$ cat src/rtl/texfetch_pkg.sv
// Shared constants, texel layout and FSM encoding for the bilinear texel fetch front end.
package texfetch_pkg;

  localparam int unsigned CHANNELS   = 4;
  localparam int unsigned CH_W       = 8;
  localparam int unsigned FRACT_BITS = 8;
  localparam int unsigned TEX_W_LOG2 = 8;
  localparam int unsigned TEX_H_LOG2 = 8;
  localparam int unsigned ADDR_W     = TEX_W_LOG2 + TEX_H_LOG2;
  localparam int unsigned TEXEL_W    = CHANNELS * CH_W;
  localparam int unsigned U_W        = TEX_W_LOG2 + FRACT_BITS;
  localparam int unsigned V_W        = TEX_H_LOG2 + FRACT_BITS;
  localparam int unsigned CNT_W      = 3;
  localparam int unsigned QUAD_N     = 4;

  // Channel i of a texel lives at [(i+1)*CH_W-1 -: CH_W].
  typedef logic [TEXEL_W-1:0] texel_t;

  // Texel address layout: row index above column index.
  typedef struct packed {
    logic [TEX_H_LOG2-1:0] y;
    logic [TEX_W_LOG2-1:0] x;
  } texaddr_t;

  typedef enum logic [1:0] {
    ST_IDLE  = 2'd0,
    ST_FETCH = 2'd1,
    ST_OUT   = 2'd2
  } state_e;

  // Extract one channel from a packed texel.
  function automatic logic [CH_W-1:0] texel_chan(input texel_t t, input int unsigned idx);
    return t[idx*CH_W +: CH_W];
  endfunction

endpackage

$ cat src/rtl/bilinear_addr_gen.sv
// Combinational coordinate split, neighbour computation and footprint address mux.
// Build option: define CLAMP_ADDR_EN for clamp-to-edge neighbours (default wraps).
module bilinear_addr_gen
  import texfetch_pkg::*;
(
  input  logic [U_W-1:0]        u_i,
  input  logic [V_W-1:0]        v_i,
  input  logic [1:0]            sel_i,
  output logic [FRACT_BITS-1:0] fx_c,
  output logic [FRACT_BITS-1:0] fy_c,
  output logic [ADDR_W-1:0]     addr_c
);

  logic [TEX_W_LOG2-1:0] x0, x1;
  logic [TEX_H_LOG2-1:0] y0, y1;
  texaddr_t              sel_addr;

  assign x0   = u_i[U_W-1:FRACT_BITS];
  assign y0   = v_i[V_W-1:FRACT_BITS];
  assign fx_c = u_i[FRACT_BITS-1:0];
  assign fy_c = v_i[FRACT_BITS-1:0];

`ifdef CLAMP_ADDR_EN
  // Right/lower neighbour stops at the last texel.
  assign x1 = (x0 == {TEX_W_LOG2{1'b1}}) ? x0 : x0 + TEX_W_LOG2'(1);
  assign y1 = (y0 == {TEX_H_LOG2{1'b1}}) ? y0 : y0 + TEX_H_LOG2'(1);
`else
  // Right/lower neighbour wraps around the power-of-two texture.
  assign x1 = x0 + TEX_W_LOG2'(1);
  assign y1 = y0 + TEX_H_LOG2'(1);
`endif

  // Footprint order: 00, 10, 01, 11 (bit 0 picks x1, bit 1 picks y1).
  always_comb begin
    sel_addr.x = sel_i[0] ? x1 : x0;
    sel_addr.y = sel_i[1] ? y1 : y0;
  end

  assign addr_c = sel_addr;

endmodule

$ cat src/rtl/bilinear_texel_fetch.sv
// Bilinear texel fetch: splits (u,v), issues the 2x2 footprint reads, collects the
// in-order responses and hands the quad plus fx/fy to the filter.
// Build option: CLAMP_ADDR_EN selects clamp-to-edge neighbours instead of wrap.
module bilinear_texel_fetch
  import texfetch_pkg::*;
(
  input  logic                  clk,
  input  logic                  rst_n,
  input  logic                  in_valid,
  output logic                  in_ready,
  input  logic [U_W-1:0]        u,
  input  logic [V_W-1:0]        v,
  output logic                  mem_req_valid,
  input  logic                  mem_req_ready,
  output logic [ADDR_W-1:0]     mem_addr,
  input  logic                  mem_rsp_valid,
  input  texel_t                mem_rsp_data,
  output logic                  out_valid,
  input  logic                  out_ready,
  output texel_t                texel00,
  output texel_t                texel10,
  output texel_t                texel01,
  output texel_t                texel11,
  output logic [FRACT_BITS-1:0] fx,
  output logic [FRACT_BITS-1:0] fy
);

  state_e                    state_q, state_d;
  logic [CNT_W-1:0]          req_cnt_q, req_cnt_d;
  logic [CNT_W-1:0]          rsp_cnt_q, rsp_cnt_d;
  logic [U_W-1:0]            u_q, u_d;
  logic [V_W-1:0]            v_q, v_d;
  logic [FRACT_BITS-1:0]     fx_q, fx_d, fy_q, fy_d;
  logic [QUAD_N-1:0][TEXEL_W-1:0] slot_q, slot_d;
  logic                      mem_req_valid_q, mem_req_valid_d;
  logic [ADDR_W-1:0]         mem_addr_q, mem_addr_d;
  logic                      out_valid_q, out_valid_d;
  logic                      in_ready_q, in_ready_d;

  logic                      accept_c, req_hs_c, rsp_take_c;
  logic [1:0]                sel_c;
  logic [U_W-1:0]            coord_u_c;
  logic [V_W-1:0]            coord_v_c;
  logic [FRACT_BITS-1:0]     fx_c, fy_c;
  logic [ADDR_W-1:0]         addr_c;

  assign accept_c = in_valid && in_ready_q;
  assign req_hs_c = mem_req_valid_q && mem_req_ready;
  // A request handshaking this cycle counts as outstanding (zero-latency memory).
  assign rsp_take_c = mem_rsp_valid && (state_q == ST_FETCH) &&
                      (rsp_cnt_q < (req_cnt_q + CNT_W'(req_hs_c)));

  // Address for the request presented next cycle; raw coordinate while idle.
  assign coord_u_c = (state_q == ST_IDLE) ? u : u_q;
  assign coord_v_c = (state_q == ST_IDLE) ? v : v_q;
  assign sel_c     = (state_q == ST_IDLE) ? 2'd0 :
                     (req_hs_c ? req_cnt_q[1:0] + 2'd1 : req_cnt_q[1:0]);

  bilinear_addr_gen u_addr_gen (
    .u_i    (coord_u_c),
    .v_i    (coord_v_c),
    .sel_i  (sel_c),
    .fx_c   (fx_c),
    .fy_c   (fy_c),
    .addr_c (addr_c)
  );

  // Next-state and registered-output computation.
  always_comb begin
    state_d         = state_q;
    req_cnt_d       = req_cnt_q;
    rsp_cnt_d       = rsp_cnt_q;
    u_d             = u_q;
    v_d             = v_q;
    fx_d            = fx_q;
    fy_d            = fy_q;
    slot_d          = slot_q;
    mem_req_valid_d = mem_req_valid_q;
    mem_addr_d      = mem_addr_q;
    out_valid_d     = out_valid_q;
    in_ready_d      = in_ready_q;
    case (state_q)
      ST_IDLE: begin
        if (accept_c) begin
          u_d             = u;
          v_d             = v;
          fx_d            = fx_c;
          fy_d            = fy_c;
          req_cnt_d       = '0;
          rsp_cnt_d       = '0;
          mem_req_valid_d = 1'b1;
          mem_addr_d      = addr_c;
          in_ready_d      = 1'b0;
          state_d         = ST_FETCH;
        end
      end
      ST_FETCH: begin
        if (req_hs_c) begin
          req_cnt_d = req_cnt_q + CNT_W'(1);
          if (req_cnt_q == CNT_W'(QUAD_N - 1)) begin
            mem_req_valid_d = 1'b0;
          end else begin
            mem_addr_d = addr_c;
          end
        end
        if (rsp_take_c) begin
          slot_d[rsp_cnt_q[1:0]] = mem_rsp_data;
          rsp_cnt_d              = rsp_cnt_q + CNT_W'(1);
          if (rsp_cnt_q == CNT_W'(QUAD_N - 1)) begin
            out_valid_d = 1'b1;
            state_d     = ST_OUT;
          end
        end
      end
      ST_OUT: begin
        if (out_ready) begin
          out_valid_d = 1'b0;
          in_ready_d  = 1'b1;
          state_d     = ST_IDLE;
        end
      end
      default: begin
        state_d = ST_IDLE;
      end
    endcase
  end

  // State and output registers.
  always_ff @(posedge clk or negedge rst_n) begin
    if (!rst_n) begin
      state_q         <= ST_IDLE;
      req_cnt_q       <= '0;
      rsp_cnt_q       <= '0;
      u_q             <= '0;
      v_q             <= '0;
      fx_q            <= '0;
      fy_q            <= '0;
      slot_q          <= '0;
      mem_req_valid_q <= 1'b0;
      mem_addr_q      <= '0;
      out_valid_q     <= 1'b0;
      in_ready_q      <= 1'b1;
    end else begin
      state_q         <= state_d;
      req_cnt_q       <= req_cnt_d;
      rsp_cnt_q       <= rsp_cnt_d;
      u_q             <= u_d;
      v_q             <= v_d;
      fx_q            <= fx_d;
      fy_q            <= fy_d;
      slot_q          <= slot_d;
      mem_req_valid_q <= mem_req_valid_d;
      mem_addr_q      <= mem_addr_d;
      out_valid_q     <= out_valid_d;
      in_ready_q      <= in_ready_d;
    end
  end

  // Flag responses that arrive with nothing outstanding; they are dropped.
  always @(posedge clk) begin
    if (rst_n) begin
      assert (!(mem_rsp_valid && !rsp_take_c))
        else $warning("bilinear_texel_fetch: response with no request outstanding dropped");
    end
  end

  assign in_ready      = in_ready_q;
  assign mem_req_valid = mem_req_valid_q;
  assign mem_addr      = mem_addr_q;
  assign out_valid     = out_valid_q;
  assign texel00       = slot_q[0];
  assign texel10       = slot_q[1];
  assign texel01       = slot_q[2];
  assign texel11       = slot_q[3];
  assign fx            = fx_q;
  assign fy            = fy_q;

endmodule

$ cat config.mk
export PLATFORM = sky130hd
export DESIGN_NAME = bilinear_texel_fetch
export DESIGN_NICKNAME = d
export VERILOG_FILES = /design/src/rtl/texfetch_pkg.sv /design/src/rtl/bilinear_addr_gen.sv /design/src/rtl/bilinear_texel_fetch.sv
export SDC_FILE = /design/constraint.sdc
export NUM_CORES = 1
export LEC_CHECK = 0
export CORE_AREA = 2 2 182 95
export DETAILED_ROUTE_END_ITERATION = 7
export DIE_AREA = 0 0 184 97
export GPL_ROUTABILITY_DRIVEN = 1
export GPL_TIMING_DRIVEN = 0
export PLACE_DENSITY = 0.83
export SLEW_MARGIN = 10
export SYNTH_ARGS = -nofsm -noshare
export SYNTH_HDL_FRONTEND = slang
export SYNTH_SLANG_ARGS = --single-unit
$ cat constraint.sdc
create_clock -name clk -period 4 [get_ports clk]
set_clock_uncertainty 0.15 [all_clocks]
set_input_delay 0.8 -clock clk [delete_from_list [all_inputs] [get_ports clk]]
set_output_delay 0.8 -clock clk [all_outputs]
set_load 0.1 [all_outputs]
==> results of run 1 <==
## cells by family (layout without fill, tap and decap cells)
family / count (synthesis) / in the layout / share of synthesized area, %
DFF: 187 / 187 / 57.84
AOI/OAI and AO/OA: 57 / 57 / 5.767
and+or+nand+nor: 147 / 147 / 7.514
adders and majority gates: 13 / 13 / 2.010
xor gates and xnor gates: 10 / 10 / 1.082
buffers and inverters: 42 / 306 / 3.231
muxes: 144 / 144 / 22.56
## power breakdown
group	internal (mW)	switching (mW)	total, mW	leakage [nW]
registers	2.25	0.219	2.47	2.54
logic	0.996	3.01	4.01	2.65
clock network	0.960	0.733	1.69	0.290
total	4.21	3.96	8.17	5.48
## layout by cell type, fill, tap and decap left out, drive strengths merged, types with 2 or more instances in the layout
master,netlist,routed
and3,2,2
a21oi,9,9
clkinv,0,6
a22oi,2,2
nand2,119,119
xor2,5,5
o21ai,16,16
nor2,6,6
a211oi,4,4
mux2,133,133
bufinv,0,2
nand3,7,7
clkdlybuf4s50,0,231
xnor2,5,5
o31ai,7,7
and2,2,2
ha,13,13
nor3,2,2
buf,20,22
clkbuf,10,29
o2111ai,4,4
dfrtp,186,186
inv,12,15
mux2i,11,11
o211ai,3,3
## area by class of cell
| cell class | instances | area (µm²) | share of cell area, % |
|---|---|---|---|
| timing repair buffer | 233 | 2355 | 20.83 |
| buffer | 30 | 216.5 | 1.915 |
| sequential | 187 | 4681 | 41.41 |
| clock inverter | 12 | 138.9 | 1.229 |
| inverter | 12 | 45.04 | 0.3985 |
| tap | 210 | 262.8 | 2.325 |
| clock buffer | 19 | 452.9 | 4.008 |
| multi-input combinational | 371 | 3151 | 27.88 |
## final timing paths
check	endpoint	depth (start not counted)	startpoint	slack (ns)
worst max register to register	mem_addr[6]	9	state_q[0]	1.05
worst max-delay path	texel01[5]	10	mem_req_ready	0.73
min in group clk	mem_addr[4]	2	mem_addr[4]	0.33
worst min-delay path	mem_addr[1]	1	rst_n	0.18
worst min register to register	mem_addr[4]	2	mem_addr[4]	0.33
max in group asynchronous	texel11[18]	2	rst_n	2.59
## stage by stage
stage          instance area (µm²)  total power, mW  hold WS, ns  utilization, %  std cells
2_1_floorplan                 8093            5.505       0.2950               -        600
3_3_place_gp                 10680            6.466       0.3069           66.31       1042
3_5_place_dp                 10710            6.517       0.3110           66.51       1043
4_1_cts                      11300            8.224       0.2099           70.19       1074
5_1_grt                      11300            8.454       0.2286           70.19       1074
6_report                     11300            8.173       0.1812           70.19       1074
## critical path: cells and delay by family
kind	cells	cell delay, ns
compound gates	1	0.27
fa+ha+maj	3	0.53
simple gates	2	0.65
mux	1	0.31
xor+xnor	1	0.12
buf+inv	2	0.71
## per-layer routing
layer | share of wire, % | global-route usage (%) | up-vias
li1 | - | - | 2575
met1 | 49 | 36.48 | 2837
met2 | 43 | 34.40 | 206
met3 | 7.6 | 6.250 | 9
met4 | 0.64 | 5.169 | 0
met5 | 0 | 0 | -
## flip-flops by register name (all words and copies together), names as in the netlist
signal and cells:
texel10 32, texel11 32, texel01 32, req_cnt_q 3
rsp_cnt_q 3, out_valid 1, mem_req_valid 1, fx 8
in_ready 1, texel00 32, state_q 2, v_q 8
fy 8, mem_addr 16, u_q 8
==> impl_metrics.toml, run 1 <==
[placed_design]
dp_hpwl_um = 14950
place_ws_ns = 0.2904
io_buffers = 232
gp_congestion = 0.8290

[clock_network]
holdBufCountCts = 0
cts_max_level = 4
clkTransAtPathRegs_ns = 0.07
clk_path_buf_depth = 2
clkLatencyLatePin_ns = 0.42
cts_resized = 0
postCtsSetupRepairBufs = 0
cts.sinks = 187
root_buffer = "clkbuf_16"
cts_tree = "yes"
cts_inserted_buffers = 17

[route]
ant_nets = 0
route.vias.total = 5627
drtPass1Iterations = 4
post_drt_via_cell_ratio = 5.239
avgRoutedWirePerCell_um = 19.05
drc = 0
routed_wl_um = 20460
drt-initial-drc-count = 342

[final_layout]
final_nets = 935
area_growth_pct = 39.66
num_antenna_cells = 0
drive_above_1_share_pct = 21.64
fillCellCount = 1144

[critical_path]
crit_path_max_fanout = 10
cp-end-kind = "register"
crit_type = "in2reg"
startpoint_type = "primary input"
path_common_cell = "ha_1"
path_cells = "clkdlybuf4s50_1 > and2_1 > ha_1 > ha_1 > xnor2_1 > ha_1 > and2b_1 > o2111ai_4 > buf_6 > mux2_1"
slowest_stage = "clkdlybuf4s50_1"
slowest_delay_ns = 0.48
arrival_ns = 3.41
cp.required_ns = 4.14

[timing]
fin_crit_sh_pct = 81.67
slew_viol_final = 0
period_needed_ns = 3.267
fmax_mhz = 306.1
rsz0062_at_grt = "no"
tns_ns = 0
tightest_slew_ns = 1.062
slew-limit-headroom_pct = 29.00
layout_setup_ws_ns = 0.7332
hold_viol = 0
finalSetupViolCount = 0

[synth]
yosysUniqueCellTypes = 51
yosysWarnings = 0
ys_ff_latch = 187
synth_flop_cell = "dfrtp_1"
syn_nets = 683
synth_edf_count = 0
synthDominantCellAreaShare_pct = 57.51
synth_commonest_cells = "dfrtp_1 (186), nand2_1 (119), mux2_2 (67)"
async_reset_ff_share_pct = 100.0
syn-instance-count = 600
synth_top_cells_by_area = "dfrtp_1 (58%), mux2_4 (11%), mux2_2 (9.3%)"
seq_area_frac_synth_pct = 57.84
post-synth-top-count-cell = "dfrtp_1"
avgSynthCellArea_um2 = 13.49
synth.largest_area_cell = "dfrtp_1"
syn_area_um2 = 8093

[grt]
grt_overflow = 0
grt_pass1_wl_um = 33080
antenna_found_initial = 0
grt_use_total_pct = 23.99
grt_max_degree = 112
grt_pass1_vias = 5796

[pwr]
total_leakage_power_nw = 5.481
ir_drop_mv = 0.4509
p_per_area_nw_per_um2 = 723.1

[die]
initial_core_util_pct = 50.26
dieArea_um2 = 17850
chipHeight_um = 97
die-width_um = 184
ios = 233
num_rows = 33
coreArea_um2 = 16100

[worst_hold_path]
hold_class = "in2async"

[run_status]
outcome = "complete, no violations"

[flow_run]
maxCapViolations = 0
(Power assumes the default switching activity.)
==> run 2: changes to the inputs <==
--- a/config.mk
+++ b/config.mk
@@ -5,12 +5,12 @@
 export SDC_FILE = /design/constraint.sdc
 export NUM_CORES = 1
 export LEC_CHECK = 0
-export CORE_AREA = 2 2 182 95
+export CORE_AREA = 2 2 198 103
 export DETAILED_ROUTE_END_ITERATION = 7
-export DIE_AREA = 0 0 184 97
+export DIE_AREA = 0 0 200 105
 export GPL_ROUTABILITY_DRIVEN = 1
 export GPL_TIMING_DRIVEN = 0
-export PLACE_DENSITY = 0.83
+export PLACE_DENSITY = 0.75
 export SLEW_MARGIN = 10
 export SYNTH_ARGS = -nofsm -noshare
 export SYNTH_HDL_FRONTEND = slang
==> constraint.sdc (replaced) <==
create_clock -name clk -period 2.7 [get_ports clk]
set_clock_uncertainty 0.15 [all_clocks]
set_input_delay 0.54 -clock clk [delete_from_list [all_inputs] [get_ports clk]]
set_output_delay 0.54 -clock clk [all_outputs]
set_load 0.1 [all_outputs]
==> impl_metrics.toml, run 2 (synthesis results as in run 1) <==
[grt]
grt_pass1_wl_um = 32720
grt_max_degree = 104
grt_use_total_pct = 20.34
grt_pass1_vias = 5655
grt_overflow = 0
antenna_found_initial = 0

[pwr]
ir_drop_mv = 0.8107
p_int_mw = 6.207
seqPwrFrac_pct = 30.0
p_switching_mw = 6.000
pwr-share-clk_pct = 20.6
power_frac_comb_pct = 49.4
p_per_area_nw_per_um2 = 1024
total_leakage_power_nw = 5.909
swShare_pct = 49.15

[route]
ant_nets = 0
route.vias.total = 5683
drc = 0
post_drt_via_cell_ratio = 4.946
routed_wl_um = 21540
drtPass1Iterations = 4
avgRoutedWirePerCell_um = 18.74
drt-initial-drc-count = 245

[placed_design]
dpl.cell_count = 1099
dpl_cell_area_um2 = 10840
dp_hpwl_um = 14870
io_buffers = 232
gp_congestion = 0.8693

[critical_path]
path_cells = "and2_4 > ha_4 > ha_4 > xnor2_2 > ha_1 > and2b_4 > o2111ai_4 > buf_12 > buf_16 > mux2_4"
crit_family = "adder cells"
startpoint_type = "register"
crit_start = "mem_req_valid"
arrival_ns = 2.89
crit_type = "reg2reg"
crit_path_max_fanout = 5
cp.required_ns = 2.86
cp-end-kind = "register"
crit_buf_inv = 2
r2r_start = "mem_req_valid"
slowest_stage = "dfrtp_4"
slowest_delay_ns = 0.48
path_common_cell = "ha_4"

[clock_network]
cts_inserted_buffers = 17
cts_max_level = 4
cts_tree = "yes"
clkLatencyLatePin_ns = 0.43
holdBufCountCts = 0
cts.sinks = 187
clk_path_buf_depth = 2
clkTransAtPathRegs_ns = 0.08
root_buffer = "clkbuf_16"

[timing]
rsz0062_at_grt = "yes"
layout_setup_ws_ns = -0.02584
tns_ns = -0.05407
hold_viol = 14
slew-limit-headroom_pct = 30.73
period_needed_ns = 2.726
slew_viol_final = 0
tightest_slew_ns = 1.036
fin_crit_sh_pct = 101.0
holdWs_ns = -0.03887
fmax_mhz = 366.9
finalSetupViolCount = 5

[die]
die-width_um = 200
chipHeight_um = 105
coreArea_um2 = 19140
dieArea_um2 = 21000
ios = 233
initial_core_util_pct = 42.27
num_rows = 36

[flow_run]
maxCapViolations = 0

[run_status]
outcome = "finished, violations left"
failed_checks = "hold timing, setup timing"

[final_layout]
seqCellArea_um2 = 4684
multi_input_area_um2 = 3258
finalInstanceArea_um2 = 11920
final_nets = 954
fin_cells = 1149
final_common_cell = "clkdlybuf4s50_1"
area_growth_pct = 47.25
num_antenna_cells = 0
drive_above_1_share_pct = 25.48
fillCellCount = 1480
final_cell_mix = "clkdlybuf4s50_1 (218), dfrtp_1 (185), nand2_1 (119)"

[worst_hold_path]
hold_class = "in2async"
[run 2: cell types whose count changed in the layout (fill, tap and decap cells not counted), moves of 5 or more]
cell and delta:
buf_12 +11, buf_4 +5, buf_6 -7, clkbuf_16 +8
clkdlybuf4s50_1 -13, dlymetal6s2s_1 +9, inv_8 +5, mux2_1 -7
mux2_4 +11
[run 2: metal layers]
metal	up-vias	global-route usage (%)	wire, µm
li1	2630	-	-
met1	2838	30.61	10690
met2	205	27.33	8789
met3	10	7.489	1923
met4	0	4.868	128
met5	-	0	0
[run 2: through the flow]
stage | power [mW] | hold slack, ns | utilization, % | worst slack, ns
global placement | 9.623 | 0.3075 | 56.48 | -8.187
CTS | 12.24 | 0.01545 | 60.25 | -0.06690
detailed placement | 9.677 | 0.3126 | 56.65 | -0.5797
global route | 12.67 | 0.03628 | 62.25 | -0.1041
finish | 12.21 | -0.03887 | 62.25 | -0.02584
floorplan | 8.187 | 0.09441 | - | -0.03948
[run 2: repair_timing]
item                                    4_1_cts  5_1_grt
pin swaps                                     4        4
gates cloned                                  1        8
buffers inserted                              6        5
endpoints found under the setup margin      124      133
resized for setup                            10       40
[run 2: worst reg2reg max path: cells and delay by family, from the launching register on]
| family | cells | cell delay (ns) |
|---|---|---|
| buffers and inverters | 2 | 0.33 |
| multiplexers | 1 | 0.30 |
| XOR/XNOR | 1 | 0.13 |
| adder cells (fa/ha/maj) | 3 | 0.50 |
| AND/OR/NAND/NOR | 2 | 0.49 |
| AO/OA/AOI/OAI | 1 | 0.22 |
| flip-flops | 1 | 0.48 |
[run 2: final cells by class]
| cell class | count | area share (%) |
|---|---|---|
| Clock inverter | 14 | 1.291 |
| Tap cell | 266 | 2.793 |
| Clock buffer | 17 | 3.570 |
| Sequential cell | 187 | 39.31 |
| Multi-Input combinational cell | 371 | 27.34 |
| Inverter | 12 | 0.3990 |
| Buffer | 29 | 2.373 |
| Timing Repair Buffer | 253 | 22.92 |
[run 2: power groups by stage]
stage	Combinational, mW	Clock (mW)	Sequential, mW
after floorplan	0.887	0	7.30
after CTS	5.99	2.59	3.66
after detailed placement	5.97	0	3.71
after global placement	5.93	0	3.69
final	6.03	2.52	3.67
after global routing	6.21	2.72	3.74
[run 2: path summary, 6_finish.rpt]
| path | depth (start not counted) | to | slack, ns |
|---|---|---|---|
| hold / removal | 1 | texel10[7] | -0.04 |
| setup reg to reg | 10 | texel10[18] | -0.03 |
| hold reg to reg | 2 | fy[5] | 0.32 |
| setup / recovery | 10 | texel10[18] | -0.03 |
| max in group asynchronous | 2 | in_ready | 1.52 |
| min in group clk | 2 | fy[5] | 0.32 |
==> run 3: changes to the inputs <==
--- a/config.mk
+++ b/config.mk
@@ -5,13 +5,13 @@
 export SDC_FILE = /design/constraint.sdc
 export NUM_CORES = 1
 export LEC_CHECK = 0
-export CORE_AREA = 2 2 198 103
+export CORE_AREA = 2 2 182 95
 export DETAILED_ROUTE_END_ITERATION = 7
-export DIE_AREA = 0 0 200 105
+export DIE_AREA = 0 0 184 97
 export GPL_ROUTABILITY_DRIVEN = 1
 export GPL_TIMING_DRIVEN = 0
-export PLACE_DENSITY = 0.75
-export SLEW_MARGIN = 10
+export PLACE_DENSITY = 0.83
+export SLEW_MARGIN = 30
 export SYNTH_ARGS = -nofsm -noshare
 export SYNTH_HDL_FRONTEND = slang
 export SYNTH_SLANG_ARGS = --single-unit
==> constraint.sdc (replaced) <==
create_clock -name clk -period 3.28 [get_ports clk]
set_clock_uncertainty 0.15 [all_clocks]
set_input_delay 0.656 -clock clk [delete_from_list [all_inputs] [get_ports clk]]
set_output_delay 0.656 -clock clk [all_outputs]
set_load 0.1 [all_outputs]
==> impl_metrics.toml, run 3 (synthesis results as in run 1) <==
[run_status]
outcome = "complete, no violations"

[final_layout]
area_growth_pct = 39.97
num_antenna_cells = 0
final_nets = 936
fillCellCount = 1144
final_common_cell = "clkdlybuf4s50_1"
drive_above_1_share_pct = 22.17
final_cell_mix = "clkdlybuf4s50_1 (227), dfrtp_1 (186), nand2_1 (119)"
finalInstanceArea_um2 = 11330

[timing]
slew_viol_final = 0
finalSetupViolCount = 0
tightest_slew_ns = 1.032
fmax_mhz = 318.8
fin_crit_sh_pct = 95.63
hold_viol = 0
rsz0062_at_grt = "no"
tns_ns = 0
layout_setup_ws_ns = 0.1435
period_needed_ns = 3.137
slew-limit-headroom_pct = 30.99

[grt]
grt_use_total_pct = 24.39
grt_pass1_wl_um = 33410
grt_max_degree = 74
antenna_found_initial = 0
grt_pass1_vias = 5785
grt_overflow = 0

[die]
ios = 233
die-width_um = 184
coreArea_um2 = 16100
chipHeight_um = 97
dieArea_um2 = 17850
num_rows = 33
initial_core_util_pct = 50.26

[placed_design]
gp_congestion = 0.8290
io_buffers = 232
dp_hpwl_um = 15150
dpl_cell_area_um2 = 10730
place_ws_ns = -0.2883

[route]
drtPass1Iterations = 5
route.vias.total = 5613
post_drt_via_cell_ratio = 5.217
drt-initial-drc-count = 334
wl_met3_um = 1538
routed_wl_um = 20990
avgRoutedWirePerCell_um = 19.50
drc = 0
wl_met2_um = 9055
drt-met1-wl_um = 10220
top_layer_used = "met4"
ant_nets = 0

[clock_network]
postCtsSetupRepairBufs = 0
clkLatencyLatePin_ns = 0.42
clk_path_buf_depth = 2
root_buffer = "clkbuf_16"
cts.sinks = 187
cts_tree = "yes"
cts_max_level = 4
cts_inserted_buffers = 17
cts_resized = 0
clkTransAtPathRegs_ns = 0.07
holdBufCountCts = 0

[critical_path]
cp.required_ns = 3.42
slowest_stage = "clkdlybuf4s50_1"
reg2reg_slack_ns = 0.37
arrival_ns = 3.28
r2r_cells = 9
path_common_cell = "ha_1"
crit_type = "in2reg"
path_cells = "clkdlybuf4s50_1 > and2_1 > ha_1 > ha_1 > xnor2_1 > ha_1 > and2b_1 > o2111ai_4 > buf_6 > mux2_1"
startpoint_type = "primary input"
cp-end-kind = "register"
slowest_delay_ns = 0.48
crit_path_max_fanout = 10

[pwr]
ir_drop_mv = 0.6520
total_leakage_power_nw = 5.506
p_per_area_nw_per_um2 = 883.3
power.total_mw = 10.01

[worst_hold_path]
hold_class = "in2async"

[flow_run]
maxCapViolations = 0
-- run 3: layout make-up --
| class | count | area (µm²) | area share [%] |
|---|---|---|---|
| flip-flops and latches | 187 | 4681 | 41.32 |
| multi-input cells | 371 | 3151 | 27.81 |
| repair buffers | 234 | 2362 | 20.86 |
| clock buffers | 23 | 498.0 | 4.396 |
| inverters | 12 | 45.04 | 0.3977 |
| clock inverters | 9 | 111.4 | 0.9831 |
| well taps | 210 | 262.8 | 2.320 |
| plain buffers | 30 | 216.5 | 1.911 |
-- run 3: worst paths after layout --
path	endpoint	startpoint
max	texel00[27]	mem_req_ready
min	fy[0]	rst_n
max reg2reg	mem_addr[6]	state_q[0]
min reg2reg	mem_addr[14]	mem_addr[14]
max in group asynchronous	texel00[19]	rst_n
min in group clk	mem_addr[14]	mem_addr[14]
-- run 3: report_power, final --
part | total [mW] | leakage, nW | internal, mW | switching (mW)
Combinational | 4.88 | 2.67 | 1.21 | 3.68
Clock | 2.10 | 0.295 | 1.23 | 0.871
Sequential | 3.02 | 2.54 | 2.75 | 0.273
Total | 10.0 | 5.51 | 5.19 | 4.82
-- run 3: metrics by stage --
| stage | hold slack (ns) | cells | utilization, % |
|---|---|---|---|
| after CTS | 0.06573 | 1076 | 70.44 |
| after global routing | 0.08844 | 1076 | 70.34 |
| final | 0.05788 | 1076 | 70.34 |
| after floorplan | 0.2104 | 600 | - |
| after detailed placement | 0.3134 | 1044 | 66.65 |
| after global placement | 0.3069 | 1042 | 66.31 |
-- run 3: worst max-delay path, delay by kind of cell --
family	cells	cell delay, ns
buffers and inverters	2	0.71
AND/OR/NAND/NOR	2	0.65
adder cells (fa/ha/maj)	3	0.53
multiplexers	1	0.32
AO/OA/AOI/OAI	1	0.27
XOR/XNOR	1	0.12
-- run 3: routing by layer --
metal	GRT usage (%)	vias to the layer above
met5	0	-
met4	4.923	0
met3	7.380	12
met2	35.47	195
met1	36.13	2831
li1	-	2575
